--- src/rtl/riscv_pkg.sv ---
// Shared RV32I load/store encodings, LSU FSM states and lane helpers.
package riscv_pkg;

    // Width/sign field of loads and stores.
    localparam logic [2:0] Funct3B  = 3'b000;
    localparam logic [2:0] Funct3H  = 3'b001;
    localparam logic [2:0] Funct3W  = 3'b010;
    localparam logic [2:0] Funct3Bu = 3'b100;
    localparam logic [2:0] Funct3Hu = 3'b101;

    typedef enum logic [1:0] {
        StIdle     = 2'd0,
        StWaitGnt  = 2'd1,
        StWaitResp = 2'd2
    } lsu_state_e;

    // Unknown width codes are reported as misaligned so they never reach the bus.
    function automatic logic is_aligned(input logic [2:0] funct3, input logic [1:0] addr_lo);
        logic ok;
        case (funct3)
            Funct3B, Funct3Bu: ok = 1'b1;
            Funct3H, Funct3Hu: ok = ~addr_lo[0];
            Funct3W:           ok = (addr_lo == 2'b00);
            default:           ok = 1'b0;
        endcase
        return ok;
    endfunction

    function automatic logic [3:0] byte_enable(input logic [1:0] size, input logic [1:0] addr_lo);
        logic [3:0] base;
        case (size)
            2'b00:   base = 4'b0001;
            2'b01:   base = 4'b0011;
            default: base = 4'b1111;
        endcase
        return base << addr_lo;
    endfunction

    // Replicate narrow store data so the selected lane always carries it.
    function automatic logic [31:0] store_data(input logic [1:0] size, input logic [31:0] wdata);
        logic [31:0] d;
        case (size)
            2'b00:   d = {4{wdata[7:0]}};
            2'b01:   d = {2{wdata[15:0]}};
            default: d = wdata;
        endcase
        return d;
    endfunction

endpackage

--- src/rtl/load_extend.sv ---
// Picks the addressed lane(s) of a read word and sign/zero-extends to 32 bits.
module load_extend
    import riscv_pkg::*;
(
    input  logic [31:0] mem_rdata,
    input  logic [1:0]  addr_lo,
    input  logic [2:0]  funct3,
    output logic [31:0] ext_data
);

    logic [31:0] shifted;

    assign shifted = mem_rdata >> {addr_lo, 3'b000};

    // Extend the lowest lane of the shifted word according to the access width.
    always_comb begin
        ext_data = shifted;
        case (funct3)
            Funct3B:  ext_data = {{24{shifted[7]}}, shifted[7:0]};
            Funct3H:  ext_data = {{16{shifted[15]}}, shifted[15:0]};
            Funct3Bu: ext_data = {24'h0, shifted[7:0]};
            Funct3Hu: ext_data = {16'h0, shifted[15:0]};
            default:  ext_data = shifted;
        endcase
    end

endmodule

--- src/rtl/lsu.sv ---
// Load/store unit: one outstanding access on a req/gnt/rvalid memory bus.
module lsu
    import riscv_pkg::*;
#(
    parameter int unsigned TIMEOUT = 255
) (
    input  logic        clk,
    input  logic        rst_n,
    input  logic        req_valid,
    input  logic        req_we,
    input  logic [2:0]  req_funct3,
    input  logic [31:0] req_addr,
    input  logic [31:0] req_wdata,
    output logic        stall,
    output logic [31:0] m_data_out,
    output logic        ld_valid,
    output logic        misalign,
    output logic        bus_err,
    output logic        mem_req,
    output logic        mem_we,
    output logic [3:0]  mem_be,
    output logic [31:0] mem_addr,
    output logic [31:0] mem_wdata,
    input  logic        mem_gnt,
    input  logic        mem_rvalid,
    input  logic [31:0] mem_rdata
);

    // Counter only needs to reach TIMEOUT-1 before the FSM leaves the wait state.
    localparam int unsigned CntW = (TIMEOUT > 2) ? $clog2(TIMEOUT) : 1;
    localparam logic [CntW-1:0] CntLast = CntW'(TIMEOUT - 1);

    lsu_state_e     state_q, state_d;
    logic [CntW-1:0] cnt_q, cnt_d;

    logic        req_aligned;
    logic        accept;
    logic        done;
    logic        timeout;

    logic [2:0]  funct3_q;
    logic [1:0]  addr_lo_q;
    logic        mem_we_q;
    logic [3:0]  mem_be_q;
    logic [31:0] mem_addr_q;
    logic [31:0] mem_wdata_q;
    logic [31:0] m_data_q;
    logic        ld_valid_q;
    logic        misalign_q;
    logic        bus_err_q;
    logic [31:0] ext_data;

    assign req_aligned = is_aligned(req_funct3, req_addr[1:0]);
    assign accept      = (state_q == StIdle) && req_valid && req_aligned;

    // A response in the grant cycle is not looked at: WAIT_GNT only watches mem_gnt.
    assign done = ((state_q == StWaitGnt) && mem_gnt) ||
                  ((state_q == StWaitResp) && mem_rvalid);
    assign timeout = (state_q != StIdle) && (cnt_q == CntLast) && !done;

    load_extend u_load_extend (
        .mem_rdata (mem_rdata),
        .addr_lo   (addr_lo_q),
        .funct3    (funct3_q),
        .ext_data  (ext_data)
    );

    // FSM state and timeout counter registers.
    always_ff @(posedge clk or negedge rst_n) begin
        if (!rst_n) begin
            state_q <= StIdle;
            cnt_q   <= '0;
        end else begin
            state_q <= state_d;
            cnt_q   <= cnt_d;
        end
    end

    // Next-state logic; timeout has lower priority than a grant/response.
    always_comb begin
        state_d = state_q;
        case (state_q)
            StIdle: begin
                if (accept) state_d = StWaitGnt;
            end
            StWaitGnt: begin
                if (mem_gnt)      state_d = mem_we_q ? StIdle : StWaitResp;
                else if (timeout) state_d = StIdle;
            end
            StWaitResp: begin
                if (mem_rvalid || timeout) state_d = StIdle;
            end
            default: state_d = StIdle;
        endcase
    end

    // Counter clears on every state change and counts while waiting.
    always_comb begin
        cnt_d = '0;
        if ((state_d == state_q) && (state_q != StIdle)) cnt_d = cnt_q + 1'b1;
    end

    // FSM outputs; stall covers the acceptance cycle combinationally.
    always_comb begin
        mem_req = (state_q == StWaitGnt);
        stall   = (state_q == StIdle) ? (req_valid && req_aligned) : 1'b1;
    end

    // Capture the request on acceptance; the bus sees it unchanged until granted.
    always_ff @(posedge clk or negedge rst_n) begin
        if (!rst_n) begin
            funct3_q    <= 3'b000;
            addr_lo_q   <= 2'b00;
            mem_we_q    <= 1'b0;
            mem_be_q    <= 4'b0000;
            mem_addr_q  <= 32'h0;
            mem_wdata_q <= 32'h0;
        end else if (accept) begin
            funct3_q    <= req_funct3;
            addr_lo_q   <= req_addr[1:0];
            mem_we_q    <= req_we;
            mem_be_q    <= byte_enable(req_funct3[1:0], req_addr[1:0]);
            mem_addr_q  <= {req_addr[31:2], 2'b00};
            mem_wdata_q <= store_data(req_funct3[1:0], req_wdata);
        end
    end

    // Load result register and one-cycle status strobes.
    always_ff @(posedge clk or negedge rst_n) begin
        if (!rst_n) begin
            m_data_q   <= 32'h0;
            ld_valid_q <= 1'b0;
            misalign_q <= 1'b0;
            bus_err_q  <= 1'b0;
        end else begin
            ld_valid_q <= (state_q == StWaitResp) && mem_rvalid;
            misalign_q <= (state_q == StIdle) && req_valid && !req_aligned;
            bus_err_q  <= timeout;
            if ((state_q == StWaitResp) && mem_rvalid) m_data_q <= ext_data;
        end
    end

    assign mem_we     = mem_we_q;
    assign mem_be     = mem_be_q;
    assign mem_addr   = mem_addr_q;
    assign mem_wdata  = mem_wdata_q;
    assign m_data_out = m_data_q;
    assign ld_valid   = ld_valid_q;
    assign misalign   = misalign_q;
    assign bus_err    = bus_err_q;

endmodule

--- config.mk ---
export PLATFORM = sky130hd
export DESIGN_NAME = lsu
export DESIGN_NICKNAME = d
export VERILOG_FILES = /design/src/rtl/riscv_pkg.sv /design/src/rtl/load_extend.sv /design/src/rtl/lsu.sv
export SDC_FILE = /design/constraint.sdc
export NUM_CORES = 1
export LEC_CHECK = 0
export CAP_MARGIN = 20
export CORE_ASPECT_RATIO = 0.7
export CORE_MARGIN = 4
export CORE_UTILIZATION = 40
export DETAILED_ROUTE_END_ITERATION = 8
export PLACE_DENSITY = 0.74
export SETUP_SLACK_MARGIN = 0.2
export SLEW_MARGIN = 30
export SYNTH_ARGS = -nofsm -noshare
export SYNTH_HDL_FRONTEND = slang
export SYNTH_SLANG_ARGS = --single-unit
--- constraint.sdc ---
create_clock -name clk -period 2 [get_ports clk]
set_clock_uncertainty 0.05 [all_clocks]
set_input_delay 0.6 -clock clk [delete_from_list [all_inputs] [get_ports clk]]
set_output_delay 0.6 -clock clk [all_outputs]
set_load 0.03 [all_outputs]
; Word-level counts from Yosys, hierarchy flattened
; Cells that the tools add are included.
[op_classes]
addsub = 1
eq_ne = 12
n_shift = 2
n_mux = 13
bitwise = 1
reduce_logical = 21
[op_table]
columns = op, count
row1 = one-hot mux 32 bit (4 select lines), 1
row2 = one-hot mux 32 bit (2 select lines), 1
row3 = >> shifter 32 x 5 -> 32 bit, 1
row4 = equality test 3 bit (second input constant), 4
row5 = two-way mux 2 bit, 5
row6 = logical AND 1 bit, 9
row7 = adder 8 x 1 -> 8 bit (second input constant), 1
row8 = equality test 8 bit (second input constant), 1
row9 = two-way mux 8 bit, 1
row10 = one-hot mux 4 bit (2 select lines), 1
row11 = equality test 3 x 1 -> 1 bit (second input constant), 2
row12 = zero test 2 bit, 3
row13 = zero test 3 bit, 2
row14 = one-hot mux 2 bit (3 select lines), 1
row15 = equality test 2 x 1 -> 1 bit (second input constant), 2
row16 = two-way mux 4 bit, 1
row17 = OR reduction 2 bit, 2
row18 = << shifter 4 x 2 -> 4 bit, 1
row19 = equality test 3 x 2 -> 1 bit (second input constant), 1
row20 = one-hot mux 1 bit (3 select lines), 1
row21 = equality test 2 bit, 1
row22 = equality test 2 bit (second input constant), 1
row23 = zero test 1 bit, 2
row24 = logical OR 1 bit, 2
row25 = 3 further kinds, 3
[totals]
register_bits = 117
in_bits = 105
output_inout_bits = 106
word_cells = 62

; Longest topological paths before layout
; Gate-level depths: netlist of the first run.
[logic_depth]
word_depth = 11
mapped_depth = 6
mapped_depth_nobuf = 5

; Hierarchy
; From an unflattened synthesis of the first run, not the netlist that was laid out.
[unflattened]
cells_unflattened = 452
hier_area_um2 = 5925.7
[by_module_without_submodules]
columns = mod, instances, cells_each, area_each_um2, seq_area_each_um2
row1 = lsu, 1, 345, 5231.3, 2927.8
row2 = load_extend, 1, 107, 694.4, 0.0

; Worst setup path before layout of the first run
; OpenSTA, ideal clock, no wires.
[synth_path]
path_type = input to output
from = input port req_funct3[0]
to = output port stall
arrival_time_ns = 1.248
required_time_ns = 1.350
setup_slack_ns = 0.102
path_stages = 3
n_path_buf = 0
path_cell_list = nor4_2 > o21ai_0 > nand2_1
[synth_via]
elab_chain_len = 5
[synth_rtl]
columns = element, line_no
row1 = from (decl), lsu.sv:11  ; input logic [2:0] req_funct3,
row2 = equality test 3 x 1 -> 1 bit (tied with other cells), riscv_pkg.sv:20  ; case (funct3)
row3 = OR reduction 2 bit, riscv_pkg.sv:20
row4 = one-hot mux 1 bit (3 select lines) *, riscv_pkg.sv:20
row5 = logical AND 1 bit *, lsu.sv:106  ; stall = (state_q == StIdle) ? (req_valid && req_aligned) : 1'b1;
row6 = two-way mux 1 bit *, lsu.sv:106
row7 = to (decl), lsu.sv:14  ; output logic stall,
; Every way passes the cells marked *; elsewhere a longest branch is shown, timed or not.

; Final worst setup path of the first run
[layout_path]
from = input port req_addr[1]
to = output port stall
[layout_via]
elab_chain_len = 4
[layout_rtl]
columns = element, line_no
row1 = from (decl), lsu.sv:12  ; input logic [31:0] req_addr,
row2 = zero test 2 bit, riscv_pkg.sv:23  ; Funct3W: ok = (addr_lo == 2'b00);
row3 = one-hot mux 1 bit (3 select lines), riscv_pkg.sv:20
row4 = logical AND 1 bit, lsu.sv:106
row5 = two-way mux 1 bit, lsu.sv:106
; Every way passes these cells.

==> out/results.md, run 1 <==
| Parameter | Value | Unit |
| --- | --- | --- |
| Capturing element type of the critical path | output port | - |
| Top post-synthesis cells by area | sky130_fd_sc_hd__dfrtp_1 (53%), sky130_fd_sc_hd__mux2_4 (12%), sky130_fd_sc_hd__mux2i_1 (7.2%) | - |
| Post-synthesis sequential area ratio | 0.529 | - |
| Maximum vdd drop | 0.670 | mV |
| Number of search-and-repair iterations in the first detailed-routing pass | 5 | - |
| Run status | finished, final reports clean | - |
| Initial core utilization | 0.414 | - |
| Hold Path Class | input port to async pin | - |
| HPWL reported at the end of detailed placement | 12.2 | mm |
| Overflow left after global routing | 0 | - |
| Number of vias after detailed routing | 4690 | - |
| Library cell with the largest summed area after synthesis | sky130_fd_sc_hd__dfrtp_1 | - |
| Sinks on the clock net | 117 | - |
| Pleak | 4.17 | nW |
| Final setup fails | 0 | - |
| Total inserted antenna cells | 0 | - |
| Largest driver fanout on the critical path | 2 | - |
| Final Routed Wirelength | 17.3 | mm |
| Most numerous cell in the Yosys netlist | sky130_fd_sc_hd__dfrtp_1 | - |
| Die footprint | 15800 | um^2 |
| Cell Area, Synth | 5530 | um^2 |
| Via density per instance | 5.05 | - |
| Antenna violations before repair | 1 | - |
| First-pass GRT wire length | 25.9 | mm |
| Filler cell count in the final layout | 1003 | - |
| Total clock buffers created by CTS | 17 | - |
| Met2 Track Usage GR | 0.336 | - |
| Min Tclk post-route | 1.97 | ns |
| Post-synthesis average cell area | 11.6 | um^2 |
| Ports | 211 | - |
| Count of input and output buffers | 208 | - |
| Period Utilization, post-route | 0.986 | - |
| Clk_lat worst skew | 0.40 | ns |
| Buffer levels on the longest clock path | 2 | - |
| Dominant synthesized flop cell | sky130_fd_sc_hd__dfrtp_1 | - |
| Detailed-route wire length per cell | 18.6 | um |
| Number of flops mapped to enable cells by yosys | 0 | - |
| Summed negative setup slack over all endpoints | 0 | ns |
| Syn-to-layout area delta | 61.1 | % |
| Weighted congestion at the end of routability-driven global placement | 0.876 | - |
| Max-slew violation count | 0 | - |
| Hold Slack | 0.0206 | ns |
| Critical Setup Path Class | input port to output port | - |
| Number of levels the H-tree was split into | 4 | - |
| GR Util met1 | 0.270 | - |
| Number of global-route vias before repair | 4801 | - |
| Die Wd | 149 | um |
| Worst path arrival time | 1.32 | ns |
| Required time at the worst-slack endpoint | 1.35 | ns |
| Most Crowded Layer GR | met2 | - |
| Final #Nets | 838 | - |
| Clock-pin slew on the worst setup and hold paths | 0.05 | ns |
| Areal power density over the cells | 1390 | nW/um^2 |
| Slew of the pin with the lowest slew margin | 0.617 | ns |
| Reported max-cap violation count | 0 | - |
| DRC violation count after routing | 0 | - |
| Hold Fails Final Rpt | 0 | - |
| Number of standard cells after synthesis | 477 | - |
| Count of different cell masters after synthesis | 41 | - |
| Share of Yosys cell area claimed by the top area cell type | 0.529 | - |
| Startpoint types | input port | - |
| Normalized max-slew margin | 0.588 | - |
| Number of placement rows | 35 | - |
| FFs w/ async S/R, synth | 1.00 | - |
| Clock tree from TritonCTS | yes | - |
| DRC marker count from the first detailed-route iteration | 217 | - |
| Die boundary height | 106 | um |
| Setup repair after global routing missed its margin | true | - |
| Overall fraction of global-route tracks in use | 0.207 | - |
| Core footprint | 13400 | um^2 |
| Root buffer selected by CTS | sky130_fd_sc_hd__clkbuf_16 | - |
| Commonest cells post-synth | sky130_fd_sc_hd__dfrtp_1 (117), sky130_fd_sc_hd__nand2_1 (55), sky130_fd_sc_hd__nor2_1 (44) | - |
| Met3 Track Usage GR | 0.0660 | - |
| Antenna Nets Post-Route | 0 | - |
| Maximum number of pins on one net before global-route repair | 60 | - |
| Max frequency | 507 | MHz |
| Yosys reg bits | 117 | - |
| Share of post-route cells with drive strength above 1 | 0.362 | - |
| Warnings from Yosys | 0 | - |
## cells by family (layout without fill, tap and decap cells)
| kind of cell | after synthesis | in the layout | share of synthesized area |
|---|---|---|---|
| fa+ha+maj | 2 | 2 | 0.00452 |
| xor+xnor | 7 | 7 | 0.0111 |
| compound gates | 88 | 88 | 0.0995 |
| flops | 117 | 117 | 0.529 |
| mux | 94 | 94 | 0.212 |
| other cells | 1 | 2 | 0.000678 |
| buf+inv | 33 | 299 | 0.0344 |
| simple gates | 135 | 135 | 0.109 |
## worst paths after layout
| path | start | slack (ns) | depth (start not counted) | end |
|---|---|---|---|---|
| setup / recovery | req_addr[1] | 0.03 | 5 | stall |
| hold / removal | rst_n | 0.02 | 1 | bus_err |
| setup reg to reg | state_q[1] | 0.24 | 7 | mem_addr[18] |
| hold reg to reg | mem_be[0] | 0.42 | 2 | mem_be[0] |
| max in group asynchronous | rst_n | 1.29 | 2 | mem_addr[22] |
| min in group clk | mem_be[0] | 0.42 | 2 | mem_be[0] |
## placed cells by master (no fill, tap or decap), drive strengths merged, types with 5 or more instances in the layout
| cell | synthesis | routed |
|---|---|---|
| o211ai | 8 | 8 |
| nand2 | 55 | 55 |
| buf | 21 | 60 |
| o21ai | 38 | 38 |
| xor2 | 5 | 5 |
| clkinv | 1 | 7 |
| clkbuf | 8 | 62 |
| nor2 | 45 | 45 |
| dfrtp | 117 | 117 |
| and2 | 16 | 16 |
| mux2 | 54 | 54 |
| inv | 3 | 6 |
| mux2i | 40 | 40 |
| a21oi | 18 | 18 |
| clkdlybuf4s50 | 0 | 97 |
| o22a | 17 | 17 |
| clkdlybuf4s15 | 0 | 61 |
## where the power goes
part	internal (mW)	total [mW]	leakage, nW	switching, mW
combinational	2.41	5.64	2.47	3.22
clock	1.79	2.91	0.276	1.13
sequential	3.25	3.86	1.43	0.606
total	7.45	12.4	4.17	4.96
## stage by stage
| step | setup WS (ns) | instances | cell area (um^2) | util | total power [mW] |
|---|---|---|---|---|---|
| 6_report | 0.0283 | 929 | 8910 | 0.667 | 12.4 |
| 5_1_grt | -0.00448 | 929 | 8910 | 0.667 | 13.0 |
| 4_1_cts | 0.00649 | 921 | 8850 | 0.662 | 12.5 |
| 3_5_place_dp | -0.570 | 875 | 7990 | 0.598 | 9.71 |
| 3_3_place_gp | -0.506 | 875 | 7990 | 0.598 | 9.58 |
| 2_1_floorplan | 0.191 | 478 | 5550 | - | 7.12 |
## critical path, stage by stage
cell and delay (ns):
sky130_fd_sc_hd__buf_8 0.10, sky130_fd_sc_hd__nor4_4 0.32, sky130_fd_sc_hd__o21ai_2 0.09, sky130_fd_sc_hd__nand2_2 0.08
sky130_fd_sc_hd__buf_6 0.14
## routing by layer
layer | share of wire | wire length [um]
met1 | 0.43 | 7360
met2 | 0.48 | 8230
met3 | 0.085 | 1470
met4 | 0.012 | 209
met5 | 0.00041 | 7
## registers in the layout (all words and copies together) (netlist names)
signal	cells
mem_be	4
m_data_out	32
bus_err	1
misalign	1
mem_wdata	32
mem_addr	30
cnt_q	8
mem_we	1
ld_valid	1
state_q	2
funct3_q	3
addr_lo_q	2
## area by class of cell
class	instances	area [um^2]	area share
clock inverters	13	124	0.0139
repair buffers	263	2640	0.296
clock buffers	19	453	0.0508
inverters	4	15.0	0.00169
multi-input cells	328	2520	0.283
well taps	185	231	0.0260
flip-flops and latches	117	2930	0.329
## repair_timing
action,4_1_cts,5_1_grt
gates cloned,2,4
setup endpoints to repair,201,114
pin swaps,4,9
resized for setup,306,88
setup buffers,12,4
hold buffers,0,0
(Power assumes the default switching activity.)
==> inputs of run 2 (changes only) <==
--- a/config.mk
+++ b/config.mk
@@ -6,7 +6,7 @@
 export NUM_CORES = 1
 export LEC_CHECK = 0
 export CAP_MARGIN = 20
-export CORE_ASPECT_RATIO = 0.7
+export CORE_ASPECT_RATIO = 1.25
 export CORE_MARGIN = 4
 export CORE_UTILIZATION = 40
 export DETAILED_ROUTE_END_ITERATION = 8
==> run 2 against run 1 <==
Compared with the run above:
- sequential power grew 1%
- critical endpoint unchanged
- critical path depth up 1
- final cell count down 1.7%
- largest cell class unchanged
- clock-buffer cell count is 1 lower
- the flow now finishes with violations (negative setup slack)
- maximum frequency decreased by 6.0%
- design area up 1.6%
- worst setup slack got worse by 0.13 ns
- clock power is 5% higher
- power is 2.7% higher
==> out/results.md, run 2 (synthesis results as in run 1) <==
| Parameter | Value | Unit |
| --- | --- | --- |
| Slew of the pin with the lowest slew margin | 0.645 | ns |
| Clk_lat worst skew | 0.40 | ns |
| Setup repair after global routing missed its margin | true | - |
| DRC violation count after routing | 0 | - |
| Filler cell count in the final layout | 1015 | - |
| Largest driver fanout on the critical path | 3 | - |
| Worst path arrival time | 1.45 | ns |
| Via density per instance | 5.09 | - |
| Required time at the worst-slack endpoint | 1.35 | ns |
| Critical path's largest stage delay | 0.27 | ns |
| Number of search-and-repair iterations in the first detailed-routing pass | 4 | - |
| Startpoint of the worst register-to-register path | state_q[1] | - |
| Clock-pin slew on the worst setup and hold paths | 0.06 | ns |
| Die footprint | 15800 | um^2 |
| Number of placement rows | 47 | - |
| Final Routed Wirelength | 17.2 | mm |
| Final setup fails | 1 | - |
| Area taken by flip-flops and latches | 2930 | um^2 |
| Critical-path cell list | buf_8 -> buf_6 -> nor4_4 -> o21ai_1 -> nand2_2 -> buf_12 | - |
| Max-slew violation count | 0 | - |
| HPWL reported at the end of detailed placement | 12.2 | mm |
| Capturing element type of the critical path | output port | - |
| Hold Fails Final Rpt | 0 | - |
| Summed negative setup slack over all endpoints | -0.0979 | ns |
| Total clock buffers created by CTS | 17 | - |
| Min Tclk post-route | 2.10 | ns |
| Clock tree from TritonCTS | yes | - |
| Die Wd | 113 | um |
| Share of post-route cells with drive strength above 1 | 0.391 | - |
| CTS Hold Buffers Added | 0 | - |
| Reported max-cap violation count | 0 | - |
| Period Utilization, post-route | 1.05 | - |
| First-pass GRT wire length | 26.6 | mm |
| Number of levels the H-tree was split into | 4 | - |
| Weighted congestion at the end of routability-driven global placement | 0.874 | - |
| Slowest stage cell, crit path | sky130_fd_sc_hd__nor4_4 | - |
| Maximum number of pins on one net before global-route repair | 41 | - |
| Core footprint | 13400 | um^2 |
| Sinks on the clock net | 117 | - |
| Ports | 211 | - |
| Commonest non-fill, non-tap cell in the layout | sky130_fd_sc_hd__dfrtp_1 | - |
| Run status | complete, but fails checks | - |
| Overflow left after global routing | 0 | - |
| Antenna violations before repair | 0 | - |
| Number of global-route vias before repair | 4903 | - |
| Hold Path Class | input port to async pin | - |
| Normalized max-slew margin | 0.567 | - |
| Pleak | 4.22 | nW |
| Final #Nets | 836 | - |
| Critical Setup Path Class | input port to output port | - |
| Detailed-route wire length per cell | 18.8 | um |
| Die boundary height | 139 | um |
| Initial core utilization | 0.412 | - |
| Maximum vdd drop | 0.716 | mV |
| Violated checks | negative setup slack | - |
| Post-layout worst setup margin | -0.0979 | ns |
| Overall fraction of global-route tracks in use | 0.213 | - |
| Areal power density over the cells | 1410 | nW/um^2 |
| Multi-input gate area in the final layout | 2680 | um^2 |
| Total power of the final layout | 12.7 | mW |
| DRC marker count from the first detailed-route iteration | 246 | - |
| Critical path origin | req_addr[0] | - |
| Count of input and output buffers | 208 | - |
| Number of vias after detailed routing | 4646 | - |
| Max frequency | 477 | MHz |
| Startpoint types | input port | - |
| Syn-to-layout area delta | 63.7 | % |
| Antenna Nets Post-Route | 0 | - |
| Commonest cells after routing, fill and taps aside | sky130_fd_sc_hd__dfrtp_1 (117), sky130_fd_sc_hd__clkdlybuf4s50_1 (98), sky130_fd_sc_hd__clkdlybuf4s15_2 (54) | - |
| Root buffer selected by CTS | sky130_fd_sc_hd__clkbuf_16 | - |
| Buffer levels on the longest clock path | 2 | - |
==> run 2: changes by cell type in the layout (fill, tap and decap cells not counted), sizes merged <==
cell / delta
clkbuf: -5
clkdlybuf4s15: -5
buf: +4
inv: -3
bufinv: +2
clkdlybuf4s50: +1
clkinv: +1
diode: +1
dlygate4sd2: +1
o21ai: +1
==> run 2: what timing repair did <==
action	in CTS	in global routing
resized for setup	347	110
buffers inserted	11	2
pin swaps	12	14
gates cloned	5	1
endpoints found under the setup margin	194	131
==> run 2: worst paths after layout <==
path	to	slack, ns	depth (start not counted)
worst max-delay path	stall	-0.1	6
worst min register to register	m_data_out[0]	0.43	2
worst min-delay path	m_data_out[24]	0.08	1
max in group asynchronous	mem_addr[4]	1.26	2
min in group clk	m_data_out[0]	0.43	2
worst max register to register	mem_addr[21]	0.10	8
==> run 2: through the flow <==
step | util | hold WS [ns] | std cells | worst slack, ns | cell area (um^2)
final | 0.675 | 0.0765 | 913 | -0.0979 | 9050
after global routing | 0.675 | 0.0875 | 912 | -0.171 | 9050
after CTS | 0.678 | 0.0847 | 909 | -0.135 | 9090
after detailed placement | 0.598 | 0.419 | 862 | -0.578 | 8020
after global placement | 0.598 | 0.408 | 862 | -0.498 | 8020
after floorplan | - | 0.254 | 478 | 0.191 | 5550
==> run 2: routing by layer <==
layer  track usage  share of wire  vias to the layer above  wire length (um)
met5             0              0                        -                 0
met4        0.0563          0.022                        0               384
li1              -              -                     2183                 -
met3        0.0651          0.073                       20              1250
met1         0.264           0.39                     2246              6780
met2         0.362           0.51                      197              8760
==> run 2: final cells by class <==
type,instances,area share
sequential,117,0.323
clock inverter,13,0.0176
antenna,1,0.000276
inverter,4,0.00166
tap,171,0.0236
clock buffer,18,0.0485
timing repair buffer,260,0.289
multi-input combinational,329,0.296
==> run 2: report_power, final <==
| group | internal, mW | total [mW] | leakage [nW] | switching, mW |
|---|---|---|---|---|
| Combinational | 2.48 | 5.77 | 2.51 | 3.29 |
| Sequential | 3.25 | 3.90 | 1.43 | 0.648 |
| Clock | 1.98 | 3.07 | 0.288 | 1.09 |
==> run 2: worst max-delay path, delay by kind of cell <==
kind | cells | cell delay [ns]
AND/OR/NAND/NOR | 2 | 0.39
buffers and inverters | 3 | 0.34
AO/OA/AOI/OAI | 1 | 0.11
